File: config.mk
export PLATFORM = sky130hd
export DESIGN_NAME = q6_seq_driver
export DESIGN_NICKNAME = d
export VERILOG_FILES = /design/src/rtl/q6_fsm_pkg.sv /design/src/rtl/q6_fsm_model.sv /design/src/rtl/q6_seq_driver.sv
export SDC_FILE = /design/constraint.sdc
export NUM_CORES = 1
export LEC_CHECK = 0
export BUFFER_PORTS_ARGS = -buffer_cell sky130_fd_sc_hd__buf_2
export CAP_MARGIN = 20
export CORE_AREA = 2 2 51 53
export CTS_CLUSTER_DIAMETER = 80
export DETAILED_ROUTE_END_ITERATION = 8
export DIE_AREA = 0 0 53 55
export PLACE_DENSITY_LB_ADDON = 0.25
export SYNTH_ARGS = -nofsm -noshare
export SYNTH_HDL_FRONTEND = slang
export SYNTH_SLANG_ARGS = --single-unit
File: constraint.sdc
create_clock -name clk -period 3.2 [get_ports clk]
set_input_delay 0.48 -clock clk [delete_from_list [all_inputs] [get_ports clk]]
set_output_delay 0.48 -clock clk [all_outputs]
set_load 0.02 [all_outputs]
File: src/rtl/q6_fsm_pkg.sv
// Shared types and helpers for the six-state w-driven FSM and its driver.
// State codes match the receiver's y[3:1] encoding.
package q6_fsm_pkg;

    typedef enum logic [2:0] {
        ST_A = 3'd0,
        ST_B = 3'd1,
        ST_C = 3'd2,
        ST_D = 3'd3,
        ST_E = 3'd4,
        ST_F = 3'd5
    } state_t;

    typedef enum logic [1:0] {
        CTL_IDLE  = 2'd0,
        CTL_DRIVE = 2'd1,
        CTL_FIN   = 2'd2
    } ctl_t;

    function automatic state_t next_state(input state_t s, input logic w);
        case (s)
            ST_A:    next_state = w ? ST_A : ST_B;
            ST_B:    next_state = w ? ST_D : ST_C;
            ST_C:    next_state = w ? ST_D : ST_E;
            ST_D:    next_state = w ? ST_A : ST_F;
            ST_E:    next_state = w ? ST_D : ST_E;
            ST_F:    next_state = w ? ST_D : ST_C;
            default: next_state = ST_A;
        endcase
    endfunction

    // First bit of a shortest path from cur to tgt.
    function automatic logic step_bit(input state_t cur, input state_t tgt);
        case (tgt)
            ST_A:       step_bit = 1'b1;
            ST_B:       step_bit = (cur != ST_A);
            ST_C:       step_bit = (cur == ST_E);
            ST_D, ST_F: step_bit = !((cur == ST_A) || (cur == ST_D));
            ST_E:       step_bit = 1'b0;
            default:    step_bit = 1'b0;
        endcase
    endfunction

    function automatic logic is_legal(input logic [2:0] code);
        is_legal = (code <= 3'd5);
    endfunction

    function automatic logic z_of(input state_t s);
        z_of = (s == ST_E) || (s == ST_F);
    endfunction

endpackage

File: src/rtl/q6_fsm_model.sv
// Combinational receiver model: next state and its z output.
module q6_fsm_model
    import q6_fsm_pkg::*;
(
    input  state_t cur_i,
    input  logic   w_i,
    output state_t nxt_o,
    output logic   nz_o
);

    assign nxt_o = next_state(cur_i, w_i);
    assign nz_o  = z_of(nxt_o);

endmodule

File: src/rtl/q6_seq_driver.sv
// Emits a shortest w bit stream steering the receiver FSM to a target,
// while tracking a shadow copy of the receiver state and z output.
module q6_seq_driver
    import q6_fsm_pkg::*;
#(
    parameter int LEN_W = 3
) (
    input  logic             clk,
    input  logic             reset,
    input  logic             req_valid,
    output logic             req_ready,
    input  logic [2:0]       req_target,
    output logic             w,
    output logic             w_valid,
    input  logic             w_ready,
    output logic             done,
    output logic [LEN_W-1:0] done_len,
    output logic             err,
    output logic [2:0]       shadow_y,
    output logic             shadow_z
);

    ctl_t             ctl_q;
    state_t           tgt_q;
    state_t           shadow_q;
    logic             shadow_z_q;
    logic [LEN_W-1:0] len_q;
    logic             done_q;
    logic [LEN_W-1:0] done_len_q;
    logic             err_q;
    logic             w_d;
    state_t           nxt;
    logic             nz;
    logic [LEN_W-1:0] len_inc;

    always_comb begin
        w_d = 1'b0;
        if (ctl_q == CTL_DRIVE) begin
            w_d = step_bit(shadow_q, tgt_q);
        end
    end

    assign len_inc = len_q + LEN_W'(1);

    q6_fsm_model u_model (
        .cur_i (shadow_q),
        .w_i   (w_d),
        .nxt_o (nxt),
        .nz_o  (nz)
    );

    always_ff @(posedge clk) begin
        if (reset) begin
            ctl_q      <= CTL_IDLE;
            tgt_q      <= ST_A;
            shadow_q   <= ST_A;
            shadow_z_q <= 1'b0;
            len_q      <= '0;
            done_q     <= 1'b0;
            done_len_q <= '0;
            err_q      <= 1'b0;
        end else begin
            done_q     <= 1'b0;
            done_len_q <= '0;
            err_q      <= 1'b0;
            unique case (ctl_q)
                CTL_IDLE: begin
                    if (req_valid) begin
                        if (!is_legal(req_target)) begin
                            err_q <= 1'b1;
                        end else if (req_target == shadow_q) begin
                            len_q      <= '0;
                            done_q     <= 1'b1;
                            done_len_q <= '0;
                            ctl_q      <= CTL_FIN;
                        end else begin
                            tgt_q <= state_t'(req_target);
                            len_q <= '0;
                            ctl_q <= CTL_DRIVE;
                        end
                    end
                end
                CTL_DRIVE: begin
                    if (w_ready) begin
                        shadow_q   <= nxt;
                        shadow_z_q <= nz;
                        len_q      <= len_inc;
                        if (nxt == tgt_q) begin
                            done_q     <= 1'b1;
                            done_len_q <= len_inc;
                            ctl_q      <= CTL_FIN;
                        end
                    end
                end
                CTL_FIN: begin
                    ctl_q <= CTL_IDLE;
                end
                default: begin
                    ctl_q <= CTL_IDLE;
                end
            endcase
        end
    end

    assign req_ready = (ctl_q == CTL_IDLE);
    assign w_valid   = (ctl_q == CTL_DRIVE);
    assign w         = w_d;
    assign done      = done_q;
    assign done_len  = done_len_q;
    assign err       = err_q;
    assign shadow_y  = shadow_q;
    assign shadow_z  = shadow_z_q;

endmodule

# Word-level counts from Yosys, hierarchy flattened
# Cells that the tools add are included.
# op_classes
n_addsub	1
order_cmp	1
eq_ne	18
muxes	24
bitwise	6
n_reduce_logical	17
# ops
op	n
equality test 3 bit, second input constant	5
two-way mux 3 bit	5
equality test 3 x 2 -> 1 bit, second input constant	4
case mux 3 bit (4 select lines)	1
AND reduction 4 bit	3
two-way mux 2 bit	5
two-way mux 1 bit	9
equality test 3 x 1 -> 1 bit, second input constant	2
equality test 3 bit	2
zero test 3 bit	2
!= test 2 x 1 -> 1 bit, second input constant	3
inverter 1 bit	6
case mux 3 bit (2 select lines)	1
OR reduction 2 bit	3
case mux 1 bit (4 select lines)	1
case mux 2 bit (2 select lines)	1
OR reduction 4 bit	1
adder 3 x 1 -> 3 bit, second input constant	1
<= comparator 3 bit, second input constant	1
nonzero test 3 bit	1
OR reduction 3 bit	1
equality test 2 x 1 -> 1 bit, second input constant	1
zero test 2 bit	1
logical OR 1 bit	2
other kinds (5)	5
# word_totals
register_bits	17
input_bits	7
output_inout_bits	12

# Longest topological paths before layout
# Gate-level depths: netlist of the first run.
# logic_depth
ltp_word	11
depth_mapped	8
ltp_nobuf	7

# Hierarchy
# From an unflattened synthesis of the first run, not the netlist that was laid out.
# unflattened
hier_cells	101
hier_area_um2	850.8
# by_module_without_submodules
module	n_inst	cells_per_inst	area_per_inst_um2	seq_area_each_um2
q6_seq_driver	1	86	770.7	340.3
q6_fsm_model	1	15	80.1	0.0

# Worst setup path after synthesis of the first run
# Ideal clock, no wire load.
# synth_timing
path_type	reg-to-output
from	register shadow_q[1] (netlist: shadow_y[1])
to	output w
arrival_time_ps	1361
required_ps	2720
path_slack_ps	1359
stages_incl_launch_ff	6
cell_sequence	dfxtp_1 > or3b_1 > a21oi_2 > nor3_4 > nand2_2 > inv_1
# synth_between
elab_chain_cells	5
elab_cells_between_ends	8
cone_classes	eq/ne (2); mux (2); reduce/logical (4)
# synth_rtl
element	line_no	source
start, declared	q6_seq_driver.sv:25	state_t shadow_q;
start signal, assigned	q6_seq_driver.sv:85	shadow_q <= nxt;
equality test 3 x 2 -> 1 bit / zero test 3 bit (equally long branches)	q6_fsm_pkg.sv:38	ST_D, ST_F: step_bit = !((cur == ST_A) || (cur == ST_D));
logical OR 1 bit	q6_fsm_pkg.sv:38	
zero test 1 bit	q6_fsm_pkg.sv:38	
case mux 1 bit (4 select lines) *	q6_fsm_pkg.sv:34	case (tgt)
two-way mux 1 bit *	q6_seq_driver.sv:38	if (ctl_q == CTL_DRIVE) begin
end, declared	q6_seq_driver.sv:13	output logic w,
# Mark *: on every way between the ends. The rest lies on a longest branch, timed or not.

# Worst setup path after layout of the first run
# Same ends and word-level chain as after synthesis.

==> metrics.cfg, run 1 <==
[status]
status = finished clean

[global_routing]
grt_pass1_wl_um = 3640
grt_pass1_vias = 813
grt_antenna_before_repair = 0
grt_use_total = 0.171
grt-ovfl-total = 0
grt_max_degree = 17

[critical_path]
cpPeakStageDelay_ns = 0.74
critPathCaptureType = output port
path_cells = or3b_1 -> a21oi_2 -> nor3_4 -> nand2_2 -> inv_1 -> buf_2
critPathTopFamily = flip-flops
required_ns = 2.72
arrival_ns = 1.96
crit_buf_inv = 2
crit_type = reg2out
cp_max_fo = 16
crit_slowest_cell = dfxtp_1
startpoint_type = register

[clock_tree]
cts_buffer_depth = 2
cts_made_buffers = 3
cts.clk_slew.worst_paths_ns = 0.10
cts_setup_buffers = 0
h-tree-depth = 1
hold_buffers = 0
ctsResizeCount = 0
cts-root-buf = clkbuf_4
insertion_delay_ns = 0.29
cts_sinks = 17
tritoncts = done

[yosys]
synth_top_family_by_area = simple AND/OR/NAND/NOR gates
synth_fa_ha_area_frac = 0.0122
synth_compound_area_frac = 0.227
ys_types = 43
ys_ff_latch = 17
yosysTopAreaCellShare = 0.332
postSynthCellCount = 124
yosys.area_share.simple = 0.266
ys_seq_area_frac = 0.332
syn_area_sq_um = 1030
synth_nets = 132
muxShareOfSynthArea = 0.0402
synth_area_leaders = dfxtp_1, nor2_1, a21oi_1, xnor2_1, nand2_1
yosys.area_share.xor_xnor = 0.0598
yosysWarnings = 0
synth.avg_cell_area_sq_um = 8.27
yosys.area.top_type = dfxtp_1

[placed_design]
portBuffers = 18
gp_congestion = 0.821
dp_cells = 166
dp_hpwl_um = 1610

[floorplanning]
start_util = 0.434
fp.dieW_um = 53
ios = 19
rows = 18
die_h_um = 55
core_sq_um = 2360
die_area_sq_um = 2920

[drt]
wirelength_um = 2210
wire_per_inst_um = 13.0
dr.pass1.iters = 6
ant_nets = 0
viasPerCell = 5.25
vias = 893
drt_iter0_drc = 21
drc = 0

[pwr]
peakVddDrop_mv = 0.231
p_leak_nw = 0.456
power.density_nw_per_um2 = 424

[finish]
drive_above_1_share = 0.229
fill_cells = 240
layout_common_cells = nor2_1, buf_2, dfxtp_1
utilization = 0.481
multiInputGateArea_sq_um = 621
regArea_sq_um = 340
diodes = 0
area_growth_pct = 10.9
nets = 149
fin_cells = 170

[sta]
worst_pin_slew_ns = 0.642
max_freq_mhz = 410
fin_crit_sh = 0.762
finalHoldViolations = 0
fin_crit_ns = 2.44
finalSetupTns_ns = 0
grt_setup_unrepaired = no
setup_viol = 0
skew_ns = 0.00687
relSlewSlack = 0.571
slew_viol_final = 0

[flow_run]
maxCapViolCount = 0

[min_path]
hp-class = in2reg

## cell families (layout without fill, tap and decap cells)
group / after synthesis / in the layout
simple gates: 53 / 53
fa+ha+maj: 1 / 1
mux: 4 / 4
flops: 17 / 17
xor+xnor: 7 / 7
buf+inv: 12 / 28
compound gates: 30 / 30
## cell type report
cell class              instances  area share
flip-flops and latches         17       0.299
well taps                      30      0.0330
repair buffers                 18      0.0792
inverters                       6      0.0198
multi-input cells              95       0.546
clock buffers                   4      0.0231
## registers in the layout, indices dropped and copies added, names as in the netlist
register,cells
done,1
shadow_y,3
len_q,3
err,1
done_len,3
shadow_z,1
tgt_q,3
ctl_q,2
## through the flow
stage | area, sq um | power, W | setup WS (ns) | hold WS [ns]
floorplan | 1030 | 0.000343 | 1.36 | 0.452
global placement | 1110 | 0.000371 | 1.16 | 0.443
detailed placement | 1110 | 0.000371 | 1.09 | 0.444
CTS | 1140 | 0.000486 | 0.762 | 0.432
global route | 1140 | 0.000509 | 0.602 | 0.441
finish | 1140 | 0.000482 | 0.762 | 0.439
## cells in the mapped netlist (all sizes together)
| library cell | instances |
|---|---|
| nand4b | 1 |
| or3b | 1 |
| nand4 | 1 |
| o311ai | 1 |
| nor3 | 5 |
| xnor2 | 5 |
| xor2 | 2 |
| a31oi | 2 |
| o211ai | 1 |
| inv | 6 |
| nor3b | 1 |
| a22o | 1 |
| a31o | 1 |
| o22ai | 1 |
| o32a | 1 |
| or2 | 1 |
| mux2 | 1 |
| or3 | 3 |
| nand2 | 12 |
| o31ai | 1 |
| buf | 4 |
| o21a | 2 |
| nor2b | 1 |
| nand3 | 5 |
| o31a | 1 |
| o211a | 1 |
| o21ai | 4 |
| clkbuf | 2 |
| a21oi | 13 |
| nand2b | 1 |
| ha | 1 |
| or4b | 1 |
| dfxtp | 17 |
| or4 | 1 |
| mux2i | 3 |
| and2 | 1 |
| nor2 | 18 |
## worst reg2reg max path, cell delays in order (launching register included)
cell	delay, ns
dfxtp_1	0.74
or3b_1	0.24
a21oi_2	0.08
nor3_4	0.23
nand2_2	0.15
o31ai_4	0.38
o21ai_0	0.14
## path summary, 6_finish.rpt
| check | startpoint | endpoint | slack [ns] | depth (start not counted) |
|---|---|---|---|---|
| setup reg to reg | shadow_y[1] | done | 1.14 | 6 |
| setup / recovery | shadow_y[1] | w | 0.76 | 6 |
| hold reg to reg | shadow_z | shadow_z | 0.46 | 2 |
| hold / removal | req_valid | err | 0.44 | 3 |
## power breakdown
part / total, W / switching (W) / internal, W
Clock: 0.000115 / 0.0000666 / 0.0000485
Sequential: 0.000235 / 0.0000148 / 0.000220
Combinational: 0.000132 / 0.0000773 / 0.0000545
Total: 0.000482 / 0.000159 / 0.000323
## metal layers
layer / vias to the layer above / wire length [um] / GRT usage
met4: 0 / 16 / 0.0385
met5: - / 0 / 0
met1: 398 / 1050 / 0.220
met3: 4 / 119 / 0.0511
li1: 468 / - / -
met2: 23 / 1030 / 0.283
No activity file was read; power rests on OpenSTA's default activity.
==> run 2, diff against run 1 <==
clock period = 2.4 ns   (was 3.2 ns; I/O delays follow)
==> metrics.cfg, run 2 (synthesis gave the netlist of run 1 again) <==
[critical_path]
critPathCaptureType = output port  ; unchanged
worstSetupStartpoint = shadow_y[0]  ; was shadow_y[1]
arrival_ns = 1.91  ; was 1.96 ns
crit_end = w  ; unchanged
rr_worst_depth = 6  ; unchanged
r2r_setup_slack_ns = 0.47  ; was 1.14 ns
reg2reg_to = shadow_y[0]  ; was done
crit_type = reg2out  ; unchanged
startpoint_type = register  ; unchanged
r2r-start = shadow_y[0]  ; was shadow_y[1]
cp_max_fo = 13  ; was 16
required_ns = 2.04  ; was 2.72 ns

[placed_design]
dp_hpwl_um = 1670  ; was 1610 um
dp_cells = 167  ; was 166
pre_cts_ws_ns = 0.397  ; was 1.09 ns
gp_congestion = 0.814  ; was 0.821
portBuffers = 18  ; unchanged

[min_path]
worstHoldStart = req_valid  ; unchanged
hp-class = in2reg  ; unchanged

[sta]
finalSetupTns_ns = 0  ; unchanged
max_freq_mhz = 441
setup_viol = 0  ; unchanged
finalHoldViolations = 0  ; unchanged
slew_viol_final = 0  ; unchanged
worst_pin_slew_ns = 0.419  ; was 0.642 ns
setup_ws_ns = 0.135  ; was 0.762 ns
grt_setup_unrepaired = no  ; unchanged
relSlewSlack = 0.720  ; was 0.571
skew_ns = 0.00423  ; was 0.00687 ns
fin_crit_sh = 0.944
fin_crit_ns = 2.27

[finish]
drive_above_1_share = 0.248  ; was 0.229
fin_cells = 171  ; was 170
layout_common_cells = nor2_1, buf_2, dfxtp_1  ; unchanged
nets = 150  ; was 149
diodes = 0  ; unchanged
area_growth_pct = 11.8  ; was 10.9%

[clock_tree]
tritoncts = done  ; unchanged
insertion_delay_ns = 0.29  ; about the same
cts-root-buf = clkbuf_4  ; unchanged
cts_made_buffers = 3  ; unchanged
cts_buffer_depth = 2  ; unchanged
cts.clk_slew.worst_paths_ns = 0.10  ; about the same
cts_sinks = 17  ; unchanged
hold_buffers = 0  ; unchanged
h-tree-depth = 1  ; unchanged
cts_setup_buffers = 0  ; unchanged

[pwr]
p_leak_nw = 0.465  ; was 0.456 nW
peakVddDrop_mv = 0.319  ; was 0.231 mV
power.density_nw_per_um2 = 561  ; was 424 nW/um^2

[drt]
wire_per_inst_um = 13.0  ; about the same
drt_iter0_drc = 18  ; was 21
ant_nets = 0  ; unchanged
drc = 0  ; unchanged
vias = 932  ; was 893
wirelength_um = 2220  ; was 2210 um
viasPerCell = 5.45  ; was 5.25
dr.pass1.iters = 4  ; was 6

[global_routing]
grt_pass1_vias = 859  ; was 813
grt-ovfl-total = 0  ; unchanged
grt_use_total = 0.171  ; about the same
grt_max_degree = 17  ; unchanged
grt_pass1_wl_um = 3620  ; was 3640 um
grt_antenna_before_repair = 0  ; unchanged

[floorplanning]
die_h_um = 55  ; unchanged
die_area_sq_um = 2920  ; unchanged
rows = 18  ; unchanged
start_util = 0.434  ; unchanged
core_sq_um = 2360  ; unchanged
fp.dieW_um = 53  ; unchanged
ios = 19  ; unchanged

[status]
status = finished clean  ; unchanged

[flow_run]
maxCapViolCount = 0  ; unchanged

[run 2: layout make-up]
class / instances / area [sq um]
sequential: 17 / 342
timing repair buffer: 19 / 97.6
tap: 30 / 37.5
clock inverter: 1 / 5.00
inverter: 6 / 22.5
clock buffer: 3 / 22.5
multi-input combinational: 95 / 621
fill: 245 / 1220
[run 2: stage by stage]
step	util	hold WS, ns	power (W)	area [sq um]
2_1_floorplan	-	0.438	0.000458	1030
3_3_place_gp	0.473	0.443	0.000493	1120
3_5_place_dp	0.473	0.454	0.000495	1120
4_1_cts	0.485	0.312	0.000654	1150
5_1_grt	0.485	0.323	0.000684	1150
6_report	0.485	0.319	0.000644	1150
[run 2: routing by layer]
layer / GRT usage / share of wire / vias to the layer above
met4: 0.0812 / 0.0054 / 0
met2: 0.300 / 0.47 / 17
li1: - / - / 476
met3: 0.0269 / 0.042 / 2
met1: 0.205 / 0.48 / 437
met5: 0 / 0 / -
[run 2: worst max-delay path: stages, from the launching register on]
cell      delay, ns
dfxtp_1        0.59
inv_1          0.16
o211ai_1       0.29
o311ai_4       0.19
nand2_2        0.18
inv_1          0.05
buf_2          0.15
[run 2: worst min-delay path by stage]
stage               endpoint  slack (ns)  cells past startpoint
global route             err        0.32                      3
finish                   err        0.32                      3
global placement    shadow_z        0.44                      2
floorplan                err        0.44                      1
CTS                      err        0.31                      3
detailed placement  shadow_z        0.45                      2
[run 2: power by group]
part / internal [W] / switching (W)
clock network: 0.0000619 / 0.0000928
logic: 0.0000728 / 0.000103
registers: 0.000294 / 0.0000199
[run 2: repair_timing]
action | 4_1_cts | 5_1_grt
gates resized for setup | 0 | 1
endpoints found under the hold margin | 0 | 0
endpoints found under the setup margin | 0 | 1
